<file path="src/rtl/fetch_decode_unit_if.sv">
// fetch_decode_unit_if: instruction-memory, branch-redirect and decode-slot signals of the fetch/decode front end.
interface fetch_decode_unit_if #(parameter int ADDR_W = 11, parameter int INSTR_W = 32, parameter int DEPTH = 4);
  logic imem_req;
  logic [ADDR_W-1:0] imem_addr;
  logic [INSTR_W-1:0] imem_rdata;
  logic branch_valid;
  logic [ADDR_W-1:0] branch_address;
  logic dec_valid;
  logic dec_ready;
  logic [INSTR_W-1:0] dec_instr;
  logic [ADDR_W-1:0] dec_pc;
  logic [2:0] dec_opcode;
  logic dec_src_type;
  logic dec_dest_type;
  logic dec_is_mem;
  logic [$clog2(DEPTH):0] fifo_count;
  modport master(
    output imem_req, imem_addr, dec_valid, dec_instr, dec_pc, dec_opcode, dec_src_type, dec_dest_type, dec_is_mem, fifo_count,
    input imem_rdata, branch_valid, branch_address, dec_ready
  );
  modport slave(
    input imem_req, imem_addr, dec_valid, dec_instr, dec_pc, dec_opcode, dec_src_type, dec_dest_type, dec_is_mem, fifo_count,
    output imem_rdata, branch_valid, branch_address, dec_ready
  );
endinterface

</file>
<file path="src/rtl/fetch_decode_unit.sv">
// fetch_decode_unit: PC/fetch issue, prefetch FIFO and registered decode slot with branch flush.
// FDU_BYPASS_EN: a returning word goes straight into a free decode slot when the FIFO is empty.
module fetch_decode_unit #(
  parameter int ADDR_W = 11,
  parameter int INSTR_W = 32,
  parameter int DEPTH = 4,
  parameter logic [ADDR_W-1:0] RESET_PC = '0
) (
  input logic clk,
  input logic reset,
  fetch_decode_unit_if.master bus
);
  localparam int PW = $clog2(DEPTH);
  logic [ADDR_W-1:0] pc, req_pc;
  logic req_q;
  logic [INSTR_W-1:0] fifo_instr [DEPTH];
  logic [ADDR_W-1:0] fifo_pc [DEPTH];
  logic [PW-1:0] wr_ptr, rd_ptr;
  logic [PW:0] count;
  logic take, push, pop, byp, load;
  logic [INSTR_W-1:0] load_instr;
  logic [ADDR_W-1:0] load_pc;
  assign take = !bus.dec_valid || bus.dec_ready;
  assign pop = count != '0 && take;
`ifdef FDU_BYPASS_EN
  assign byp = req_q && count == '0 && take;
`else
  assign byp = 1'b0;
`endif
  assign push = req_q && !byp;
  assign load = pop || byp;
  assign load_instr = pop ? fifo_instr[rd_ptr] : bus.imem_rdata;
  assign load_pc = pop ? fifo_pc[rd_ptr] : req_pc;
  // in-flight request reserves a slot, so the FIFO never overflows
  assign bus.imem_req = reset && !bus.branch_valid && (count + (PW+1)'(req_q) < (PW+1)'(DEPTH));
  assign bus.imem_addr = pc;
  assign bus.fifo_count = count;
  always_ff @(posedge clk)
    if (push && !bus.branch_valid) begin
      fifo_instr[wr_ptr] <= bus.imem_rdata;
      fifo_pc[wr_ptr] <= req_pc;
    end
  always_ff @(posedge clk or negedge reset)
    if (!reset) begin
      pc <= RESET_PC;
      req_pc <= '0;
      req_q <= 1'b0;
      wr_ptr <= '0;
      rd_ptr <= '0;
      count <= '0;
      bus.dec_valid <= 1'b0;
      bus.dec_instr <= '0;
      bus.dec_pc <= '0;
      bus.dec_opcode <= '0;
      bus.dec_src_type <= 1'b0;
      bus.dec_dest_type <= 1'b0;
      bus.dec_is_mem <= 1'b0;
    end else if (bus.branch_valid) begin
      pc <= bus.branch_address;
      req_q <= 1'b0;
      wr_ptr <= '0;
      rd_ptr <= '0;
      count <= '0;
      bus.dec_valid <= 1'b0;
    end else begin
      req_q <= bus.imem_req;
      req_pc <= pc;
      if (bus.imem_req) pc <= pc + ADDR_W'(1);
      if (push) wr_ptr <= wr_ptr + PW'(1);
      if (pop) rd_ptr <= rd_ptr + PW'(1);
      count <= count + (PW+1)'(push) - (PW+1)'(pop);
      if (load) begin
        bus.dec_valid <= 1'b1;
        bus.dec_instr <= load_instr;
        bus.dec_pc <= load_pc;
        bus.dec_opcode <= load_instr[31:29];
        bus.dec_src_type <= load_instr[23];
        bus.dec_dest_type <= load_instr[22];
        bus.dec_is_mem <= load_instr[31:30] == 2'b11;
      end else if (bus.dec_ready) bus.dec_valid <= 1'b0;
    end
endmodule

</file>
<file path="src/flat_wrapper.sv">
// flat-port wrapper written by rule: the top's interface ports become plain ports
module fetch_decode_unit_flat 
#(
  parameter int ADDR_W = 11,
  parameter int INSTR_W = 32,
  parameter int DEPTH = 4,
  parameter logic [ADDR_W-1:0] RESET_PC = '0
)
  (clk, reset, bus_imem_req, bus_imem_addr, bus_dec_valid, bus_dec_instr, bus_dec_pc, bus_dec_opcode, bus_dec_src_type, bus_dec_dest_type, bus_dec_is_mem, bus_fifo_count, bus_imem_rdata, bus_branch_valid, bus_branch_address, bus_dec_ready);
  fetch_decode_unit_if #(.ADDR_W(ADDR_W), .INSTR_W(INSTR_W), .DEPTH(DEPTH)) bus_i ();
  input logic clk;
  input logic reset;
  output wire logic [$bits(bus_i.imem_req)-1:0] bus_imem_req;
  output wire logic [$bits(bus_i.imem_addr)-1:0] bus_imem_addr;
  output wire logic [$bits(bus_i.dec_valid)-1:0] bus_dec_valid;
  output wire logic [$bits(bus_i.dec_instr)-1:0] bus_dec_instr;
  output wire logic [$bits(bus_i.dec_pc)-1:0] bus_dec_pc;
  output wire logic [$bits(bus_i.dec_opcode)-1:0] bus_dec_opcode;
  output wire logic [$bits(bus_i.dec_src_type)-1:0] bus_dec_src_type;
  output wire logic [$bits(bus_i.dec_dest_type)-1:0] bus_dec_dest_type;
  output wire logic [$bits(bus_i.dec_is_mem)-1:0] bus_dec_is_mem;
  output wire logic [$bits(bus_i.fifo_count)-1:0] bus_fifo_count;
  input wire logic [$bits(bus_i.imem_rdata)-1:0] bus_imem_rdata;
  input wire logic [$bits(bus_i.branch_valid)-1:0] bus_branch_valid;
  input wire logic [$bits(bus_i.branch_address)-1:0] bus_branch_address;
  input wire logic [$bits(bus_i.dec_ready)-1:0] bus_dec_ready;
  assign bus_imem_req = bus_i.imem_req;
  assign bus_imem_addr = bus_i.imem_addr;
  assign bus_dec_valid = bus_i.dec_valid;
  assign bus_dec_instr = bus_i.dec_instr;
  assign bus_dec_pc = bus_i.dec_pc;
  assign bus_dec_opcode = bus_i.dec_opcode;
  assign bus_dec_src_type = bus_i.dec_src_type;
  assign bus_dec_dest_type = bus_i.dec_dest_type;
  assign bus_dec_is_mem = bus_i.dec_is_mem;
  assign bus_fifo_count = bus_i.fifo_count;
  assign bus_i.imem_rdata = bus_imem_rdata;
  assign bus_i.branch_valid = bus_branch_valid;
  assign bus_i.branch_address = bus_branch_address;
  assign bus_i.dec_ready = bus_dec_ready;
  fetch_decode_unit #(.ADDR_W(ADDR_W), .INSTR_W(INSTR_W), .DEPTH(DEPTH), .RESET_PC(RESET_PC)) u_core (.clk(clk), .reset(reset), .bus(bus_i));
endmodule
</file>
<file path="config.mk">
export PLATFORM = sky130hd
export DESIGN_NAME = fetch_decode_unit_flat
export DESIGN_NICKNAME = d
export VERILOG_FILES = /design/src/rtl/fetch_decode_unit_if.sv /design/src/rtl/fetch_decode_unit.sv /design/src/flat_wrapper.sv
export SDC_FILE = /design/constraint.sdc
export NUM_CORES = 1
export LEC_CHECK = 0
export CELL_PAD_IN_SITES_DETAIL_PLACEMENT = 0
export CELL_PAD_IN_SITES_GLOBAL_PLACEMENT = 2
export CORE_MARGIN = 10
export CORE_UTILIZATION = 46
export DETAILED_ROUTE_END_ITERATION = 12
export GPL_ROUTABILITY_DRIVEN = 0
export PLACE_DENSITY = 0.94
export SLEW_MARGIN = 20
export SYNTH_ARGS = -nofsm -noshare
export SYNTH_HDL_FRONTEND = slang
export SYNTH_SLANG_ARGS = --single-unit
</file>
<file path="constraint.sdc">
create_clock -name clk -period 5.2 [get_ports clk]
set_input_delay 1.04 -clock clk [delete_from_list [all_inputs] [get_ports clk]]
set_output_delay 1.04 -clock clk [all_outputs]
set_load 0.01 [all_outputs]
</file>
==> results.txt, run 1 <==
The run finished with clean final reports. The logic depth of the worst register-to-register path is 2. The worst register-to-register path begins at u_core.rd_ptr[0]$_DFFE_PN0P_. In the synthesized netlist, the cells that appear most often are sky130_fd_sc_hd__edfxtp_1, sky130_fd_sc_hd__dfrtp_1, sky130_fd_sc_hd__mux2_2. The post-synth net total came out at ~530. The number of violations of the max-capacitance limit came out at 0. The pin count of the biggest net entering global routing is 46. For this run, the leading register cell type out of synthesis is sky130_fd_sc_hd__edfxtp_1. The overall die height came out at roughly 160 um. The CTS tree is built. The worst-case headroom to the max-slew limit came out at roughly two fifths.

STA puts the critical path data required time at about 4.2 ns. The power consumption is slightly below 6 mW. The global-route met3 utilization is ~3.6%. The buffer depth of the longest clock path is 3. After clock tree synthesis, the setup repair step added 0 buffers.

For met1 alone, demand over resource in global routing was between 10% and 20%. The final sum of negative setup slack is 0 ns. The met2 track demand over resource came out at roughly 22%. The count of distinct cell types in the synthesized netlist came out at 33. The worst endpoint data arrival time came out at 2.68 ns. After global routing the overflow that remains totals 0. The number of buffers created by CTS came out at 26. In this run the worst hold path is classified as flip-flop to flip-flop. The number of hold buffers added after CTS is 0. The power per standard cell area is around 500 nW/um2.

After detailed routing, the number of remaining DRC violations is 0. Setup slack on the worst reg-to-reg path comes out at slightly above 3 ns. The mean cell area of the mapped netlist is 20.1 um2. The total leakage power came out at between 4 and 5 nW. Port buffering added approximately 110 buffers. After detailed routing, the number of vias per cell comes to 5.15. From left edge to right edge, the die measures 164 um.

The clock sink count is 247. In this run the critical register-to-register path is captured at u_core.bus.dec_opcode[2]$_DFFE_PN0P_. The critical path ends at bus_imem_req. The netlist area before placement came out at 9480 um2. Before antenna repair, the detailed router went through 4 iterations. The via total after detailed routing came out at about 4,500. The worst setup path is captured at an output port. The area after detailed placement is ~11,000 um2. The area share of the leading cell type in the synthesized netlist came out at around 54%. The diode insertion count for antenna repair came out at 0. The routed design has 18,000 um of wire. The via count of the first global-routing pass was approximately 5,000. The DRC marker count from the first detailed-route iteration came out at about 260. The layout cell share with drive strength beyond 1 is between 20 and 25%. The first global-routing pass estimated 28,400 um of wire.

The number of antenna violations at the first check in global routing came out at 0. The overall fraction of global-route tracks in use came out at 13.4%. The largest fanout of any net on the critical path came out at 11. The count of yosys warnings during synthesis is 0. The placeable core region came out at 20,200 um2. sky130_fd_sc_hd__edfxtp_1 takes more of the synthesized area than any other cell. Compared with the post-synthesis result, the final layout area differs by 23.0%.

The post-cts sizing count came out at 0. The setup slack at placement is between 1 and 1.5 ns. The count of flip-flops with a built-in enable after synthesis came out at roughly 170. The shortest clock period the worst path allows after layout is 3.72 ns. STA classifies the critical path startpoint as a flip-flop. The area of all placed cells without fillers came out at 11,700 um2. The share of the cycle needed by the critical path after routing came out at a little under three quarters. The minimum hold slack is 0.503 ns.

After filler insertion, the fill cell instance count of the layout stands at around 1,500. The maximum operating frequency is around 270 MHz. The number of levels the H-tree was split into came out at 1. The worst setup path is of the flip-flop to output port kind. The final count of hold timing violations is 0. The clock edge transition at the registers on the reported setup and hold paths is around 0.06 ns. The measured slew at the worst slew-check pin came out at between 0.8 and 0.9 ns.

Setup repair after global routing left no endpoint under its margin. The final-stage net count is between 600 and 700. The proportion of register bits with asynchronous set or reset after synthesis came out at a little under a third. The count of pins on the block boundary is between 100 and 150. The final max-slew violation count is 0. Among all cell types in the netlist, the one instantiated most often is sky130_fd_sc_hd__edfxtp_1. Once detailed placement completed, the half-perimeter wirelength came to between 10,000 and 15,000 um.

The total number of placement rows came out at between 50 and 60. met2 is the most crowded layer. Across all setup checks in the final design, the least slack found is around 1.5 ns. The routed length per placed instance is about 20 um. Clock tree synthesis selected as its root buffer the cell sky130_fd_sc_hd__clkbuf_16. The worst-case vdd ir drop is approximately 280 uV.

By area the synthesized netlist is led by sky130_fd_sc_hd__edfxtp_1, sky130_fd_sc_hd__dfrtp_1, sky130_fd_sc_hd__mux4_2, sky130_fd_sc_hd__mux2_2, sky130_fd_sc_hd__mux4_1. In this run the remaining antenna-violating nets after routing total 0. Setup violations remaining at the end of the flow were counted as 0. After synthesis, flip-flops and latches occupy around 74% of the total area. Synthesis produced a netlist whose cell count is 471. For this configuration, the core starts out at a cell density of a little under half. In this run the worst setup path begins at u_core.push$_DFF_PN0_.

The number of register bits inferred by synthesis came out at roughly 250. The clock latency on the worst-skew pair came out at roughly 0.52 ns. The floorplan step defined a die boundary enclosing around 27,000 um2. The worst clock skew is about 0.018 ns.
## kinds of logic after synthesis
group	after synthesis	share of synthesized area, %
xor+xnor	14	1.29
compound gates	13	0.713
buf+inv	34	2.34
simple gates	57	3.26
fa+ha+maj	9	1.19
mux	97	17.0
flops	247	74.3
## per-stage QoR
stage | cells | utilization (%)
6_report | 882 | 57.6
5_1_grt | 882 | 57.6
4_1_cts | 882 | 57.6
3_5_place_dp | 834 | 53.4
3_3_place_gp | 834 | 53.4
2_1_floorplan | 471 | -
## worst min path at each step
stage	endpoint	from	cells after the start	slack [ns]
3_5_place_dp	u_core.bus.dec_pc[5]$_DFFE_PN0P_	u_core.bus.dec_pc[5]$_DFFE_PN0P_	1	0.49
3_3_place_gp	u_core.bus.dec_instr[16]$_DFFE_PN0P_	u_core.bus.dec_instr[16]$_DFFE_PN0P_	1	0.49
5_1_grt	u_core.bus.dec_instr[16]$_DFFE_PN0P_	u_core.bus.dec_instr[16]$_DFFE_PN0P_	1	0.52
4_1_cts	u_core.bus.dec_instr[12]$_DFFE_PN0P_	u_core.bus.dec_instr[12]$_DFFE_PN0P_	1	0.51
2_1_floorplan	u_core.fifo_pc[0][0]$_DFFE_PP_	u_core.req_pc[0]$_DFFE_PN0N_	0	0.47
6_report	u_core.bus.dec_pc[5]$_DFFE_PN0P_	u_core.bus.dec_pc[5]$_DFFE_PN0P_	1	0.50
## placed cells by master (no fill, tap or decap), types with 4 or more instances in the layout
cell type,instances
sky130_fd_sc_hd__inv_1,8
sky130_fd_sc_hd__dfrtp_1,73
sky130_fd_sc_hd__edfxtp_1,172
sky130_fd_sc_hd__and2_2,4
sky130_fd_sc_hd__mux2_4,4
sky130_fd_sc_hd__mux4_1,5
sky130_fd_sc_hd__clkbuf_8,5
sky130_fd_sc_hd__clkdlybuf4s50_1,110
sky130_fd_sc_hd__nor3_1,4
sky130_fd_sc_hd__nand2_1,18
sky130_fd_sc_hd__ha_1,9
sky130_fd_sc_hd__mux4_2,38
sky130_fd_sc_hd__o21ai_0,12
sky130_fd_sc_hd__nand3_1,4
sky130_fd_sc_hd__mux2_2,48
sky130_fd_sc_hd__buf_4,9
sky130_fd_sc_hd__clkbuf_1,7
sky130_fd_sc_hd__xnor2_1,11
sky130_fd_sc_hd__nor2_1,13
sky130_fd_sc_hd__clkbuf_16,27
## routing by layer
layer / share of wire, % / vias to the layer above
li1: - / 2069
met1: 42 / 2321
met2: 50 / 125
met3: 6.8 / 26
met4: 1.3 / 0
met5: 0 / -
## cell type report
cell class | count | area (um2) | area share [%]
clock buffers | 39 | 771 | 6.61
repair buffers | 119 | 1170 | 10.0
flip-flops and latches | 247 | 7050 | 60.5
inverters | 8 | 30.0 | 0.258
clock inverters | 9 | 78.8 | 0.676
well taps | 270 | 338 | 2.90
multi-input cells | 190 | 2220 | 19.1
## report_power, final
part | internal [mW] | leakage [nW] | switching [mW]
combinational | 0.863 | 1.21 | 0.487
sequential | 2.38 | 2.46 | 0.277
clock | 1.07 | 0.409 | 0.715
total | 4.32 | 4.07 | 1.48
## registers in the layout, indices dropped and copies added (netlist names), 2 cells and up
name and cells:
u_core.bus.imem_addr 11, u_core.wr_ptr 2, u_core.bus.dec_instr 29, u_core.fifo_pc 44, u_core.req_pc 11, u_core.bus.dec_opcode 3
u_core.fifo_instr 128, u_core.rd_ptr 2, u_core.bus.fifo_count 3, u_core.bus.dec_pc 11
## worst max-delay path: stages, from the launching register on
cell and delay (ns):
sky130_fd_sc_hd__dfrtp_1 0.43, sky130_fd_sc_hd__ha_1 0.22, sky130_fd_sc_hd__ha_1 0.19, sky130_fd_sc_hd__xor2_1 0.14, sky130_fd_sc_hd__buf_4 0.18, sky130_fd_sc_hd__or2_2 0.33
sky130_fd_sc_hd__nor2_1 0.10, sky130_fd_sc_hd__clkdlybuf4s50_1 0.56
Note: power is estimated with default switching activity, not from simulation.
==> run 2: changes to the inputs <==
--- a/config.mk
+++ b/config.mk
@@ -8,10 +8,10 @@
 export CELL_PAD_IN_SITES_DETAIL_PLACEMENT = 0
 export CELL_PAD_IN_SITES_GLOBAL_PLACEMENT = 2
 export CORE_MARGIN = 10
-export CORE_UTILIZATION = 46
+export CORE_UTILIZATION = 42
 export DETAILED_ROUTE_END_ITERATION = 12
 export GPL_ROUTABILITY_DRIVEN = 0
-export PLACE_DENSITY = 0.94
+export PLACE_DENSITY = 0.88
 export SLEW_MARGIN = 20
 export SYNTH_ARGS = -nofsm -noshare
 export SYNTH_HDL_FRONTEND = slang
==> constraint.sdc (replaced) <==
create_clock -name clk -period 3.7 [get_ports clk]
set_input_delay 0.74 -clock clk [delete_from_list [all_inputs] [get_ports clk]]
set_output_delay 0.74 -clock clk [all_outputs]
set_load 0.01 [all_outputs]
==> results.txt, run 2 (synthesized netlist as in run 1, its figures left out) <==
The flow ran to the end, and the final reports show no timing, DRC or antenna violations. The total number of placement rows came out at 54. The cell repeated most along the worst path is sky130_fd_sc_hd__ha_1. For this design the top-level I/O count stands at 112. The terminus of the critical flop-to-flop path is u_core.bus.dec_opcode[2]$_DFFE_PN0P_. Data arrives at the worst endpoint at between 2 and 3 ns. The final count of hold timing violations came out at 0. The number of post-CTS setup repair buffers is 0. The number of levels the H-tree was split into came out at 1.

The overall die height is between 150 and 200 um. After clock tree synthesis, the clock-pin slew on the worst setup and hold paths is 0.06 ns. Across all register-to-register paths, the minimum setup slack is roughly 1.6 ns. The measured slew at the worst slew-check pin is ~0.9 ns.

After floorplanning, the core was sized to cover 22,000 um2. The starting density of the core came out at 43.1%. u_core.fifo_instr holds more flip-flops than any other register. The worst-case vdd ir drop is approximately 460 uV. The worst setup path is launched from a flip-flop. The number of violations of the max-capacitance limit is 0.

The power per standard cell area is approximately 700 nW/um2. The diode insertion count for antenna repair came out at 0. The origin of the critical flop-to-flop path is u_core.rd_ptr[0]$_DFFE_PN0P_. In this run, post-CTS repair resized a total of 0 instances. The post-route antenna net violation count came out at 0. The final sum of negative setup slack came out at 0 ns. The kind of cell with the highest combined delay on the critical path is buffers and inverters. The shortest clock period the worst path allows after layout is around 3.4 ns. The die covers between 20,000 and 30,000 um2.

The via count of the first global-routing pass came to approximately 5,000. The cell-internal power is a little over 6 mW. The post-detailed-route via-to-cell ratio came out at 5.07. Leaving out fill and tap cells, the most frequent cell in the layout is sky130_fd_sc_hd__edfxtp_1. The worst clock skew came out at between 0.01 and 0.015 ns. The analysis attributes to cell leakage a power of 4.10 nW. The number of flip-flops under the largest register name is 128. The number of antenna violations at the first check in global routing came out at 0. The clock network power share is ~31%. In the final layout, the share of cells above drive strength 1 is 24.6%. The largest fanout of any net on the critical path is 11. The combinational power share came out at 23.2%. After global routing the overflow that remains totals 0. The clock passes through at most 3 buffers.

For this block, the via count after detailed routing is roughly 4,500. The final layout contains routed wiring with a total length of 17,900 um. The number of failing setup endpoints in the final timing report came out at 0. The count of buffers inserted at the top-level ports came out at 111. The first global-routing pass estimated around 28,000 um of wire. The overall fraction of global-route tracks in use is between 10% and 20%. The share of the cycle needed by the critical path after routing is around 91%. Setup slack closes at 0.341 ns. Measured on the finished design, the core utilization comes to between 50% and 60%. In the layout the commonest cells are sky130_fd_sc_hd__edfxtp_1, sky130_fd_sc_hd__clkdlybuf4s50_1, sky130_fd_sc_hd__dfrtp_1, sky130_fd_sc_hd__mux2_2, sky130_fd_sc_hd__mux4_2. The routed length per placed instance came out at between 15 and 20 um. The delay contributed by the slowest stage of the critical path is between 0.5 and 0.6 ns. STA classifies the critical path endpoint as an output port. The tree is rooted in a sky130_fd_sc_hd__clkbuf_16.

The worst register-to-register path has a depth of 2. The switching component of the power is between 2 and 2.5 mW. Setup repair after global routing left no endpoint under its margin. Detailed placement ended at an HPWL of 10,900 um. The clock sink count is between 200 and 250. The detailed-routing iteration count for the pre-antenna-repair pass came out at 4.

The power consumption came out at just over 8 mW. The path class of the tightest hold or removal check is input pin to async pin. The final-stage net count came out at 650. The final max-slew violation count was 0.

The critical path buffer and inverter count is 2. The share of total power consumed by net switching came out at 25.2%. The worst-case headroom to the max-slew limit is a little under 40%. The signal on the critical path passes through ha_1 -> ha_1 -> xor2_1 -> buf_4 -> or2_2 -> nor2_1 -> clkdlybuf4s50_1. The DRC violation count after routing came out at 0. The critical path in this run is classified as flip-flop to output port. The number of hold buffers added after CTS is 0. The area of all placed cells without fillers is approximately 12,000 um2. The die is 170 um wide. The largest registers in the layout are u_core.fifo_instr: 128 flops, u_core.fifo_pc: 44 flops, u_core.bus.dec_instr: 29 flops. The most critical setup path has its startpoint at u_core.push$_DFF_PN0_. The clock latency on the worst-skew pair is between 0.5 and 0.6 ns.

Summing all placed instances gives a cell area of about 11,000 um2. STA puts the critical path data required time at between 2 and 3 ns. Static timing analysis puts the maximum clock frequency at 298 MHz. The slowest stage cell on the critical path is sky130_fd_sc_hd__clkdlybuf4s50_1.

The CTS tree is built. Entering global routing, the biggest net connects 48 pins. The number of buffers created by CTS came out at 26. The DRC marker count from the first detailed-route iteration came out at 254.

The signed area change from the synthesized netlist to the final layout came out at 23.8%. The share of total power dissipated in sequential elements is between 40% and 50%. Before CTS, the worst setup slack after placement is between 0.8 and 0.9 ns.
==> run 2: cell count changes in the layout (fill, tap and decap cells not counted), sizes merged <==
cell,previous run,this run
clkbuf,39,35
buf,9,11
inv,9,8
clkinvlp,2,1
clkinv,5,9
bufinv,1,3
==> run 2: power groups by stage <==
stage / clock, mW / combinational [mW] / sequential, mW
floorplan: 0 / 1.13 / 3.72
CTS: 2.65 / 1.95 / 3.78
global placement: 0 / 1.92 / 3.80
detailed placement: 0 / 1.95 / 3.83
finish: 2.57 / 1.91 / 3.75
global route: 2.75 / 2.06 / 3.84
==> run 2: worst max-delay path by stage <==
stage | end | slack (ns) | cells after the start
floorplan | u_core.fifo_instr[0][0]$_DFFE_PP_ | 1.16 | 3
global placement | bus_imem_req | 0.84 | 7
detailed placement | bus_imem_req | 0.85 | 7
CTS | bus_imem_req | 0.29 | 7
global route | bus_imem_req | 0.25 | 7
finish | bus_imem_req | 0.34 | 7
==> run 2: through the flow <==
| stage | cells | hold slack, ns |
|---|---|---|
| 3_5_place_dp | 846 | 0.495 |
| 5_1_grt | 894 | 0.289 |
| 2_1_floorplan | 471 | 0.444 |
| 3_3_place_gp | 846 | 0.489 |
| 4_1_cts | 894 | 0.278 |
| 6_report | 894 | 0.266 |
==> run 2: final cells by class <==
cell class,instances,area (um2)
Sequential cell,247,7050
Clock buffer,35,726
Fill cell,1748,10300
Inverter,8,30.0
Timing Repair Buffer,121,1220
Clock inverter,13,140
Tap cell,280,350
Multi-Input combinational cell,190,2220
==> run 2: per-layer routing <==
metal	global-route usage, %	wire length [um]	vias up
met2	20.9	8900	108
met4	2.75	285	0
met1	15.5	7590	2329
met3	3.45	1090	28
li1	-	-	2071
met5	0	0	-
==> run 3: changes to the inputs <==
--- a/config.mk
+++ b/config.mk
@@ -8,10 +8,9 @@
 export CELL_PAD_IN_SITES_DETAIL_PLACEMENT = 0
 export CELL_PAD_IN_SITES_GLOBAL_PLACEMENT = 2
 export CORE_MARGIN = 10
-export CORE_UTILIZATION = 42
+export CORE_UTILIZATION = 35
 export DETAILED_ROUTE_END_ITERATION = 12
-export GPL_ROUTABILITY_DRIVEN = 0
-export PLACE_DENSITY = 0.88
+export PLACE_DENSITY = 0.76
 export SLEW_MARGIN = 20
 export SYNTH_ARGS = -nofsm -noshare
 export SYNTH_HDL_FRONTEND = slang
==> results.txt, run 3 (synthesized netlist as in run 1, its figures left out) <==
The count of buffers inserted at the top-level ports is around 110. The worst endpoint data arrival time came out at ~2.7 ns. In this run the number of H-tree levels came out at 1. In this design, the stage delay of the slowest critical-path cell is 0.55 ns.

The type of the worst setup path is flip-flop to output port. 0 antenna diodes ended up in the layout. The largest fanout of any net on the critical path is 11. The final count of hold timing violations came out at 0. The layout filler cell count is about 2,300. The worst setup path is launched from a flip-flop. The DRC violation count after routing is 0.

After clock tree synthesis, the setup repair step added 0 buffers. The worst register-to-register path begins at u_core.rd_ptr[0]$_DFFE_PN0P_. In the layout the commonest cells are sky130_fd_sc_hd__edfxtp_1, sky130_fd_sc_hd__clkdlybuf4s50_1, sky130_fd_sc_hd__dfrtp_1, sky130_fd_sc_hd__mux2_2, sky130_fd_sc_hd__mux4_2. The final-stage net count came out at 650. The analysis attributes to cell leakage a power of just over 4 nW. The buffer depth of the longest clock path is 3.

Counting both buffers and inverters, the worst setup path holds a total of 2. The most numerous cell type found on the critical path is sky130_fd_sc_hd__ha_1. The clock latency on the worst-skew pair is ~0.52 ns. The x dimension of the die came out at about 180 um.

The number of violations of the max-capacitance limit is 0. The kind of cell with the highest combined delay on the critical path is buffers and inverters. The routability-driven placement congestion ratio is around 0.74.

The placeable core region is roughly 27,000 um2. The via count of the first global-routing pass is approximately 5,100. The terminus of the critical flop-to-flop path is u_core.bus.dec_opcode[2]$_DFFE_PN0P_. Global routing consumed, on the met1 layer, between 10% and 20% of the routing resources. The worst-case vdd ir drop is 372 uV. The slowest stage cell on the critical path is sky130_fd_sc_hd__clkdlybuf4s50_1. The largest registers in the layout are u_core.fifo_instr: 128 flops, u_core.fifo_pc: 44 flops, u_core.bus.dec_instr: 29 flops.

The number of buffers created by CTS is 27. The post-route antenna net violation count came out at 0. The final max-slew violation count is 0. At the end of the flow the core is filled with cells to a little over two fifths. The number of flip-flops under the largest register name came out at about 130. The share of the cycle needed by the critical path after routing is between 90% and 100%. For this design, the CTS-stage hold fixing added 0 buffers. The post-cts sizing count came out at 0. The floorplan has 60 rows. The number of antenna violations at the first check in global routing is 0. The maximum operating frequency came out at just under 300 MHz. In this run the vertical extent of the chip is 185 um. The DRC marker count from the first detailed-route iteration came out at 234. The detailed-routing iteration count for the pre-antenna-repair pass came out at 4.

At the worst endpoint, the required time is 2.96 ns. The routed wire length came out at between 15,000 and 20,000 um. The signal on the critical path passes through ha_1 -> ha_1 -> xor2_1 -> buf_4 -> or2_2 -> nor2_1 -> clkdlybuf4s50_1. Entering global routing, the biggest net connects between 40 and 50 pins. The final sum of negative setup slack is 0 ns. The wire length of the first global-routing pass is between 20,000 and 30,000 um. The overflow left after global routing is 0. For this design the ratio of total power to cell area is approximately 700 nW/um2. The post-DP HPWL is between 10,000 and 15,000 um. The total die area is around 34,000 um2. In the final routed layout, each cell accounts on average for a little under 20 um.

The measured slew at the worst slew-check pin is about 0.94 ns. The clock sink count is about 250. The class of the most critical hold timing path is input pin to async pin. The post-detailed-route via-to-cell ratio is about 4.8. Setup repair after global routing left no endpoint under its margin.

Leaving out fill and tap cells, the most frequent cell in the layout is sky130_fd_sc_hd__edfxtp_1. The worst register-to-register path has a depth of 2. For this run, the total global-route usage over all layers was measured as a little over a tenth. Ranked by flip-flop count, first place goes to u_core.fifo_instr. The power consumption is between 8 and 9 mW.

The count of pins on the block boundary came out at 112. The shortest clock period the worst path allows after layout is 3.39 ns. The flow ran to the end, and the final reports show no timing, DRC or antenna violations. The number of failing setup endpoints in the final timing report came out at 0. The endpoint type of the worst setup path is an output port. The detailed router placed 4,581 vias in this run.

In the global route stage, met2 resource usage came out at 18.0%. The global-route met3 utilization came out at between 3 and 4%. Measured against its own limit, the worst slew margin works out to between 30% and 40%. The most heavily used metal layer in global routing is met2. The signed area change from the synthesized netlist to the final layout came out at 24.2%. The clock root buffer is sky130_fd_sc_hd__clkbuf_16. The layout cell share with drive strength beyond 1 came out at 24.6%. Setup slack on the worst reg-to-reg path comes out at around 1.5 ns. Clock-pin slew was measured on the worst setup and hold paths at 0.06 ns. TritonCTS built the clock tree. The clock arrives with between 0.008 and 0.009 ns of skew. The starting density of the core is a little over a third.
run 3: worst max-delay path by stage:
stage                                                    to  cells after the start                   from
after global placement                         bus_imem_req                      7  u_core.push$_DFF_PN0_
final                                          bus_imem_req                      7  u_core.push$_DFF_PN0_
after floorplan           u_core.fifo_instr[0][0]$_DFFE_PP_                      3       bus_branch_valid
after detailed placement                       bus_imem_req                      7  u_core.push$_DFF_PN0_
after CTS                                      bus_imem_req                      7  u_core.push$_DFF_PN0_
after global routing                           bus_imem_req                      7  u_core.push$_DFF_PN0_
run 3: metrics by stage:
| step | std cells | area, um2 | hold slack [ns] | setup slack, ns |
|---|---|---|---|---|
| 2_1_floorplan | 471 | 9480 | 0.444 | 1.16 |
| 5_1_grt | 956 | 11800 | 0.395 | 0.142 |
| 6_report | 956 | 11800 | 0.357 | 0.314 |
| 4_1_cts | 956 | 11800 | 0.376 | 0.269 |
| 3_3_place_gp | 906 | 11000 | 0.486 | 0.847 |
| 3_5_place_dp | 906 | 11000 | 0.496 | 0.854 |
run 3: layout make-up:
type / count / area, um2 / area share (%)
Clock inverter: 17 / 113 / 0.956
Timing Repair Buffer: 120 / 1240 / 10.5
Multi-Input combinational cell: 190 / 2220 / 18.9
Inverter: 8 / 30.0 / 0.255
Sequential cell: 247 / 7050 / 59.8
Clock buffer: 33 / 698 / 5.93
Tap cell: 341 / 427 / 3.62
run 3: routing by layer:
layer,up-vias,wire length [um]
li1,2066,-
met1,2350,7740
met2,138,9160
met3,27,1230
met4,0,367
met5,-,0
run 3: where the power goes:
part | switching [mW] | internal, mW | leakage [nW]
Combinational | 0.677 | 1.23 | 1.22
Sequential | 0.405 | 3.35 | 2.46
Clock | 1.02 | 1.41 | 0.400
Total | 2.10 | 5.99 | 4.08
